--- config.mk ---
export PLATFORM = sky130hd
export DESIGN_NAME = fifo_push_arbiter_flat
export DESIGN_NICKNAME = d
export VERILOG_FILES = /design/src/rtl/fifo_push_arbiter_pkg.sv /design/src/rtl/fifo_push_arbiter_if.sv /design/src/rtl/fifo_push_arbiter_rr_pick.sv /design/src/rtl/fifo_push_arbiter.sv /design/src/flat_wrapper.sv
export SDC_FILE = /design/constraint.sdc
export NUM_CORES = 1
export LEC_CHECK = 0
export CAP_MARGIN = 20
export CORE_ASPECT_RATIO = 0.75
export CORE_UTILIZATION = 50
export CTS_CLUSTER_DIAMETER = 40
export DETAILED_ROUTE_END_ITERATION = 6
export PLACE_DENSITY_LB_ADDON = 0.3
export SYNTH_ARGS = -nofsm -noshare
export SYNTH_HDL_FRONTEND = slang
export SYNTH_HIERARCHICAL = 1
export SYNTH_SLANG_ARGS = --single-unit
--- constraint.sdc ---
create_clock -name clk -period 5.5 [get_ports clk]
set_input_delay 1.1 -clock clk [delete_from_list [all_inputs] [get_ports clk]]
set_output_delay 1.1 -clock clk [all_outputs]
set_load 0.03 [all_outputs]
--- src/rtl/fifo_push_arbiter_pkg.sv ---
`default_nettype none
// ============================================================================
// Package : fifo_arb_pkg
// Brief   : Shared defaults, the counter type and the index-width helper for
//           the fifo_push_arbiter slice.
// Rev     : 1.0  initial release
// ============================================================================
package fifo_arb_pkg;

  localparam int DEF_DRVRS = 4;
  localparam int DEF_WIDTH = 16;
  localparam int DEF_CNT_W = 16;

  typedef logic [DEF_CNT_W-1:0] cnt_t;

  // Index width that never collapses to zero bits (a single producer still
  // needs a 1-bit index).
  function automatic int clog2_min1(input int n);
    return (n <= 1) ? 1 : $clog2(n);
  endfunction

endpackage
`default_nettype wire

--- src/rtl/fifo_push_arbiter_if.sv ---
`default_nettype none
// ============================================================================
// Interface : fifo_push_arbiter_if
// Brief     : Producer request/data bus, FIFO push side and debug readback of
//             the push arbiter. master = environment, slave = arbiter.
// Rev       : 1.0  initial release
// ============================================================================
interface fifo_push_arbiter_if #(
  parameter int DRVRS = 4,
  parameter int WIDTH = 16,
  parameter int CNT_W = 16
);
  import fifo_arb_pkg::*;

  localparam int IW = clog2_min1(DRVRS);

  logic                   en;
  logic [DRVRS-1:0]       req;
  logic [DRVRS*WIDTH-1:0] dato_in;
  logic [DRVRS-1:0]       ack;
  logic                   push;
  logic [WIDTH-1:0]       dato_out;
  logic                   full;
  logic [IW-1:0]          last_src;
  // One extra bit so that out-of-range selects are representable and read 0.
  logic [IW:0]            stat_sel;
  logic [CNT_W-1:0]       stat_cnt;

  modport master (
    output en, req, dato_in, full, stat_sel,
    input  ack, push, dato_out, last_src, stat_cnt
  );

  modport slave (
    input  en, req, dato_in, full, stat_sel,
    output ack, push, dato_out, last_src, stat_cnt
  );

endinterface
`default_nettype wire

--- src/rtl/fifo_push_arbiter_rr_pick.sv ---
`default_nettype none
// ============================================================================
// Module : rr_pick
// Brief  : Combinational round-robin picker. Rotates the request vector so
//          that (ptr+1) lands on bit 0, then takes the lowest set bit.
// Rev    : 1.0  initial release
// ============================================================================
module rr_pick
  import fifo_arb_pkg::*;
#(
  parameter int N  = 4,
  parameter int IW = clog2_min1(N)
) (
  input  logic [N-1:0]  req,
  input  logic [IW-1:0] ptr,
  input  logic          en_i,
  output logic [N-1:0]  gnt,
  output logic [IW-1:0] gnt_idx,
  output logic          any
);

  logic [N-1:0] rot;
  int           offs;
  int           idx;

  // Rotate, priority-encode, and map the offset back to a producer index.
  always_comb begin
    rot  = N'({req, req} >> (int'(ptr) + 1));
    offs = 0;
    for (int i = N - 1; i >= 0; i--) begin
      if (rot[i]) offs = i;
    end
    idx = int'(ptr) + 1 + offs;
    if (idx >= N) idx = idx - N;
    any     = en_i & (|req);
    gnt_idx = IW'(idx);
    gnt     = any ? (N'(1) << gnt_idx) : '0;
  end

endmodule
`default_nettype wire

--- src/rtl/fifo_push_arbiter.sv ---
`default_nettype none
// ============================================================================
// Module : fifo_push_arbiter
// Brief  : Round-robin arbiter sharing one FIFO push port among DRVRS
//          producers, with per-producer saturating accept counters.
// Rev    : 1.0  initial release
// ============================================================================
module fifo_push_arbiter
  import fifo_arb_pkg::*;
#(
  parameter int DRVRS = DEF_DRVRS,
  parameter int WIDTH = DEF_WIDTH,
  parameter int CNT_W = DEF_CNT_W
) (
  input  logic                clk,
  input  logic                rst,
  fifo_push_arbiter_if.slave  bus
);

  localparam int IW = clog2_min1(DRVRS);

  logic             gnt_ok;
  logic [DRVRS-1:0] gnt;
  logic [IW-1:0]    gnt_idx;
  logic             any;
  logic [IW-1:0]    ptr;
  logic [CNT_W-1:0] cnt [DRVRS];

  // rst in the grant term kills outputs immediately, mid-cycle included.
  assign gnt_ok = bus.en & ~bus.full & ~rst;

  rr_pick #(
    .N  (DRVRS),
    .IW (IW)
  ) u_pick (
    .req     (bus.req),
    .ptr     (ptr),
    .en_i    (gnt_ok),
    .gnt     (gnt),
    .gnt_idx (gnt_idx),
    .any     (any)
  );

  assign bus.ack  = gnt;
  assign bus.push = any;

  // Data mux: forward the winner's data, zero when nothing is pushed.
  always_comb begin
    bus.dato_out = '0;
    if (any) bus.dato_out = bus.dato_in[int'(gnt_idx)*WIDTH +: WIDTH];
  end

  // Pointer and last source follow the winner; both hold without a grant.
  always_ff @(posedge clk or posedge rst) begin
    if (rst) begin
      ptr          <= IW'(DRVRS - 1);
      bus.last_src <= '0;
    end else if (any) begin
      ptr          <= gnt_idx;
      bus.last_src <= gnt_idx;
    end
  end

  // Accept counters: bump the winner's count, sticking at all-ones.
  always_ff @(posedge clk or posedge rst) begin
    if (rst) begin
      for (int i = 0; i < DRVRS; i++) cnt[i] <= '0;
    end else if (any) begin
      for (int i = 0; i < DRVRS; i++) begin
        if (gnt_idx == IW'(i) && cnt[i] != '1) cnt[i] <= cnt[i] + 1'b1;
      end
    end
  end

  // Stat mux: out-of-range selects read as zero.
  always_comb begin
    bus.stat_cnt = '0;
    if (int'(bus.stat_sel) < DRVRS) bus.stat_cnt = cnt[bus.stat_sel[IW-1:0]];
  end

endmodule
`default_nettype wire

--- src/flat_wrapper.sv ---
// flat-port wrapper written by rule: the top's interface ports become plain ports
module fifo_push_arbiter_flat import fifo_arb_pkg::*;
#(
  parameter int DRVRS = DEF_DRVRS,
  parameter int WIDTH = DEF_WIDTH,
  parameter int CNT_W = DEF_CNT_W
)
  (clk, rst, bus_en, bus_req, bus_dato_in, bus_full, bus_stat_sel, bus_ack, bus_push, bus_dato_out, bus_last_src, bus_stat_cnt);
  fifo_push_arbiter_if #(.DRVRS(DRVRS), .WIDTH(WIDTH), .CNT_W(CNT_W)) bus_i ();
  input  logic clk;
  input  logic rst;
  input wire logic [$bits(bus_i.en)-1:0] bus_en;
  input wire logic [$bits(bus_i.req)-1:0] bus_req;
  input wire logic [$bits(bus_i.dato_in)-1:0] bus_dato_in;
  input wire logic [$bits(bus_i.full)-1:0] bus_full;
  input wire logic [$bits(bus_i.stat_sel)-1:0] bus_stat_sel;
  output wire logic [$bits(bus_i.ack)-1:0] bus_ack;
  output wire logic [$bits(bus_i.push)-1:0] bus_push;
  output wire logic [$bits(bus_i.dato_out)-1:0] bus_dato_out;
  output wire logic [$bits(bus_i.last_src)-1:0] bus_last_src;
  output wire logic [$bits(bus_i.stat_cnt)-1:0] bus_stat_cnt;
  assign bus_i.en = bus_en;
  assign bus_i.req = bus_req;
  assign bus_i.dato_in = bus_dato_in;
  assign bus_i.full = bus_full;
  assign bus_i.stat_sel = bus_stat_sel;
  assign bus_ack = bus_i.ack;
  assign bus_push = bus_i.push;
  assign bus_dato_out = bus_i.dato_out;
  assign bus_last_src = bus_i.last_src;
  assign bus_stat_cnt = bus_i.stat_cnt;
  fifo_push_arbiter #(.DRVRS(DRVRS), .WIDTH(WIDTH), .CNT_W(CNT_W)) u_core (.clk(clk), .rst(rst), .bus(bus_i));
endmodule
# == Word level (Yosys, flattened, before mapping) ==
# Index checks and enable logic that the tools add are counted.
# W data, S select, Z words.
# totals
register_bits,68
inputBits,75
out_inout_bits,39
# op_classes
add_sub_neg,7
n_lt_le_gt_ge,3
n_eq_ne,7
shifts,3
muxes,11
bitwise,6
reduce_logical,10
# ops
operator,count
$mux W32,3
$add A16 B1 Y16 const B,4
$mux W16,4
$ne A16 B16 Y1 const B,4
$shiftx A64 B7 Y16,1
$add A4 B32 Y32,1
$bmux W16 S2,1
$ge A32 B4 Y1 const B,1
$shr A8 B32 Y4,1
$reduce_and A2 Y1,4
$eq A2 B2 Y1 const B,2
$logic_and A1 B1 Y1,4
$mux W2,2
$mux W4,1
$reduce_or A4 Y1,1
$shl A1 B2 Y4 const A,1
$add A2 B1 Y3 const B,1
$and A1 B1 Y1,3
$ge A3 B3 Y1 const B,1
$lt A3 B3 Y1 const B,1
$not A2 Y3,1
$eq A2 B1 Y1 const B,1
$logic_not A2 Y1,1
$not A1 Y1,2
$sub A2 B1 Y2 const B,1

# == Logic depth before layout (Yosys ltp) ==
# Gate-level depths: netlist (run 1).
# depth
ltp_word,12
ltp_mapped,13
mapped_depth_nobuf,12

# == Cells and area by module ==
# The synthesis (run 1) kept the hierarchy.
# modules_own_cells
mod,n_inst,cells_each,area_each_um2,seq_area_each_um2
fifo_push_arbiter,1,396,4456.8,1704.1
rr_pick,1,45,292.8,0.0

# == Least setup slack after synthesis (run 1) ==
# OpenSTA, ideal clock, no wires.
# synth_timing
path_type,input port to output port
startpoint,input port bus_req[2]
endpoint,output port bus_dato_out[10]
arrival_ps,3629
required_ps,4400
slack_ps,771
path_stages,13
path_buffers,3
path_cell_list,buf_2 -> nor2_1 -> nor4_1 -> a21oi_1 -> o211ai_1 -> ha_1 -> xor2_1 -> xnor2_1 -> xor2_1 -> buf_2 -> buf_2 -> mux4_2 -> and2_1
# synth_via
elab_chain_cells,10
word_cells_on_any_way,13
# synth_lines
element,line,source
"start, declared",flat_wrapper.sv:13,input wire logic [$bits(bus_i.req)-1:0] bus_req;
$shr A8 B32 Y4 (*),fifo_push_arbiter_rr_pick.sv:28,"rot = N'({req, req} >> (int'(ptr) + 1));"
$mux W2,fifo_push_arbiter_rr_pick.sv:31,if (rot[i]) offs = i;
$mux W32 (2 in a row),fifo_push_arbiter_rr_pick.sv:31,
$mux W32 (*),fifo_push_arbiter_rr_pick.sv:31,
$add A4 B32 Y32 (*),fifo_push_arbiter_rr_pick.sv:33,idx = int'(ptr) + 1 + offs;
$ge A32 B4 Y1 or $sub A2 B1 Y2 (tied branches),fifo_push_arbiter_rr_pick.sv:34,if (idx >= N) idx = idx - N;
$mux W2 (*),fifo_push_arbiter_rr_pick.sv:34,
named net u_core.gnt_idx[1],fifo_push_arbiter.sv:24,logic [IW-1:0] gnt_idx;
$shiftx A64 B7 Y16 (*),fifo_push_arbiter.sv:50,if (any) bus.dato_out = bus.dato_in[int'(gnt_idx)*WIDTH +: WIDTH];
$mux W16 (*),fifo_push_arbiter.sv:50,
"end, declared",flat_wrapper.sv:19,output wire logic [$bits(bus_i.dato_out)-1:0] bus_dato_out;
# The timed path passes the listed nets; every way through them passes the cells marked *.

# == Worst setup path after layout (run 1) ==
# layout_timing
startpoint,input port bus_req[2]
endpoint,output port bus_dato_out[13]
# Same word-level chain as after synthesis.

==> summary.txt, run 1 <==
Run status
  – Status: complete, no violations

Setup path
  – CP Depth: 13
  – Worst-path maximum fanout: 26
  – CP Data Required Time: 4.40 ns
  – FF-to-FF setup slack: 2.07 ns
  – CP Data Arrival Time: 3.92 ns
  – R2R depth: 13
  – Crit path from: bus_req[2]
  – Reg-to-Reg Start: u_core/ptr[0]$_DFFE_PP1P_
  – Top Family by Delay on Critical Path: buffers and inverters
  – Startpoint types: input pin
  – Highest-delay cell along the critical path: clkdlybuf4s50_1
  – Setup Crit Path Kind: input pin to output pin
  – Crit path capture type: output pin
  – Worst path buffer plus inverter count: 4
  – Worst Setup EP: bus_dato_out[13]
  – Crit-path max cell delay: 0.49 ns
  – Crit-path cells: clkdlybuf4s50_1, buf_4, nor3b_1, a21oi_1, o211ai_1, ha_1, xor2_1, xnor2_2, xor2_2, buf_12, mux4_2, and2_1, dlymetal6s2s_1
  – Reg2reg end: u_core/cnt[15]$_DFFE_PP0P_

STA
  – Fin crit share: 91.2%
  – Final hold violations: 0
  – Final Max Tran Viols: 0
  – Slew of the pin with the lowest slew margin: 0.775 ns
  – Slew margin rel.: 48.2%
  – Fin worst setup slack: 0.482 ns
  – Skew final: 0.00752 ns
  – FMAX: 0.199 GHz
  – Unrepaired setup endpoints after global routing: no
  – Final setup violation count: 0
  – Worst hold slack: 0.526 ns
  – TNS Setup: 0 ns
  – Crit path time final: 5.02 ns

Drt
  – Routed WL: 12300 um
  – Routed Antenna Nets: 0
  – Via count: 4004
  – Via density: 5.84
  – DR WL/cell: 17.9 um
  – Initial DRC Count: 362
  – Number of remaining DRC errors: 0
  – Drt first pass iters: 5

Yosys
  – Synthesis warning total: 6
  – Number of synthesized flops with an enable pin: 0
  – Mapped Cells: 441
  – Async S/R FF share, synth: 100%
  – Synth Flop Type: dfrtp_1
  – Syn Nets: 521
  – Post-Synthesis Cell Area: 0.00475 mm2
  – Netlist cell types: 59
  – Seq/Total Area, Yosys: 35.9%
  – Yosys reg bits: 68
  – Post-Syn Area per Cell: 10.8 um2

CTS
  – Hold buffer count at cts: 0
  – CTS H-Tree Depth: 3
  – CTS tree: built
  – Clk Latency, worst-skew pair: 0.33 ns
  – CTS Buf Count: 9
  – Maximum clock insertion buffer count: 2
  – Clock sinks: 68
  – CTS resizes: 0
  – Clock slew at reported path FFs: 0.06 ns
  – Clock Tree Root: clkbuf_16
  – Total setup buffers inserted after CTS: 0

Floorplanning
  – I/O pin count: 114
  – Initial Util: 52.1%
  – # rows: 30
  – Core box area: 0.00912 mm2
  – Chip width: 115 um
  – Die area: 0.00990 mm2
  – Die Span Y: 86.4 um

Cells and area
  – P&R area growth vs syn: 34.1%
  – Ant. Diodes: 0
  – Fillers: 665
  – Multi-input logic area: 0.00291 mm2
  – Fin cells: 686
  – Ratio of cells with drive above 1 in the final layout: 17.0%
  – Most frequent cells in the layout: 95 x clkdlybuf4s50_1, 66 x dfrtp_1, 37 x nand2_1
  – Nets: 633
  – Most common cell after layout, fill and taps aside: clkdlybuf4s50_1
  – Register area: 0.00170 mm2

Placed design
  – IO buf count: 113
  – Dpl ws: 0.0640 ns
  – Dpl cells: 669
  – Placer Congestion: 0.871
  – Post-DP HPWL: 9270 um

Job
  – Max-cap violations: 0

Global routing
  – Largest net degree at the start of global routing: 47
  – GRT overflow: 0
  – Vias in the first global route: 3885
  – Global-route wire length before repair: 19900 um
  – Gr usage total: 26.6%
  – Antenna violations before repair: 0

Power
  – Pwr/cell area: 370 mW/mm2
  – Pleak: 2.94 nW
  – Peak supply drop: 0.000324 V

Hold path
  – Worst min path class: register to register
  – HP Start: u_core/cnt[58]$_DFFE_PP0P_
[metal layers]
metal	track usage, %	routed length [um]	vias to the layer above
li1	-	-	1877
met1	36.6	5450	1969
met2	43.1	5960	137
met3	5.73	715	21
met4	7.08	182	0
met5	0	0	-
[through the flow]
stage | area, um2 | total power (W) | utilization, %
floorplan | 4750 | 0.00146 | -
global placement | 6010 | 0.00176 | 65.9
detailed placement | 6010 | 0.00179 | 65.9
CTS | 6300 | 0.00235 | 69.1
global route | 6370 | 0.00248 | 69.8
finish | 6370 | 0.00235 | 69.8
[registers in the layout (all words and copies together), names as in the netlist]
| signal | count |
|---|---|
| u_core/ptr | 2 |
| u_core/bus.last_src | 2 |
| u_core/cnt | 64 |
[report_power, final]
part           switching, W  leakage (nW)  internal [W]
logic              0.000526          1.87      0.000603
registers          0.000100         0.919      0.000563
clock network      0.000207         0.146      0.000354
[synthesized netlist by cell type (all sizes together) (6+ instances only)]
library cell / n / share of area, %
a21oi: 12 / 1.3
and2: 21 / 2.8
and3: 6 / 0.79
and4: 7 / 1.3
buf: 14 / 2.1
clkbuf: 7 / 0.55
dfrtp: 66 / 35
inv: 7 / 0.61
mux2: 10 / 2.4
mux4: 32 / 15
nand2: 37 / 2.9
nand3: 23 / 2.5
nand4: 19 / 3.1
nor2: 27 / 2.3
nor2b: 17 / 2.2
nor3: 16 / 1.7
nor3b: 6 / 1.1
nor4: 13 / 3.4
xnor2: 15 / 2.8
xor2: 30 / 5.5
[worst min-delay path by stage]
stage / endpoint / slack [ns] / cells past startpoint
6_report: u_core/cnt[58]$_DFFE_PP0P_ / 0.53 / 1
3_5_place_dp: u_core/cnt[14]$_DFFE_PP0P_ / 0.51 / 1
5_1_grt: u_core/cnt[58]$_DFFE_PP0P_ / 0.55 / 1
2_1_floorplan: u_core/ptr[1]$_DFFE_PP1P_ / 0.45 / 2
3_3_place_gp: u_core/cnt[10]$_DFFE_PP0P_ / 0.50 / 1
4_1_cts: u_core/cnt[14]$_DFFE_PP0P_ / 0.52 / 1
[worst reg2reg max path, delay by kind of cell (launching register included)]
kind	cells	cell delay, ns
multiplexers	1	0.36
XOR/XNOR	3	0.61
adder cells (fa/ha/maj)	1	0.18
buffers and inverters	2	0.27
flip-flops	1	0.66
AO/OA/AOI/OAI	2	0.22
AND/OR/NAND/NOR	4	1.00
[final cells by class]
| type | instances | share of cell area, % |
|---|---|---|
| flip-flops and latches | 68 | 26.8 |
| inverters | 7 | 0.452 |
| clock buffers | 15 | 4.52 |
| repair buffers | 122 | 20.0 |
| multi-input cells | 345 | 45.7 |
| clock inverters | 1 | 0.0786 |
| well taps | 128 | 2.51 |
[logic make-up after synthesis]
group                    after synthesis  share of synthesized area (%)
AND/OR/NAND/NOR                      212                           27.6
flip-flops                            68                           35.9
multiplexers                          47                           18.7
XOR/XNOR                              45                           8.30
AO/OA/AOI/OAI                         36                           5.06
buffers and inverters                 28                           3.21
adder cells (fa/ha/maj)                5                           1.32
No activity file was read; power rests on OpenSTA's default activity.
==> run 2: changes to the inputs <==
--- a/config.mk
+++ b/config.mk
@@ -5,6 +5,7 @@
 export SDC_FILE = /design/constraint.sdc
 export NUM_CORES = 1
 export LEC_CHECK = 0
+export ABC_AREA = 0
 export CAP_MARGIN = 20
 export CORE_ASPECT_RATIO = 0.75
 export CORE_UTILIZATION = 50
==> results of run 2 <==
The final DEF is identical to that of run 1; final timing and power are the same.
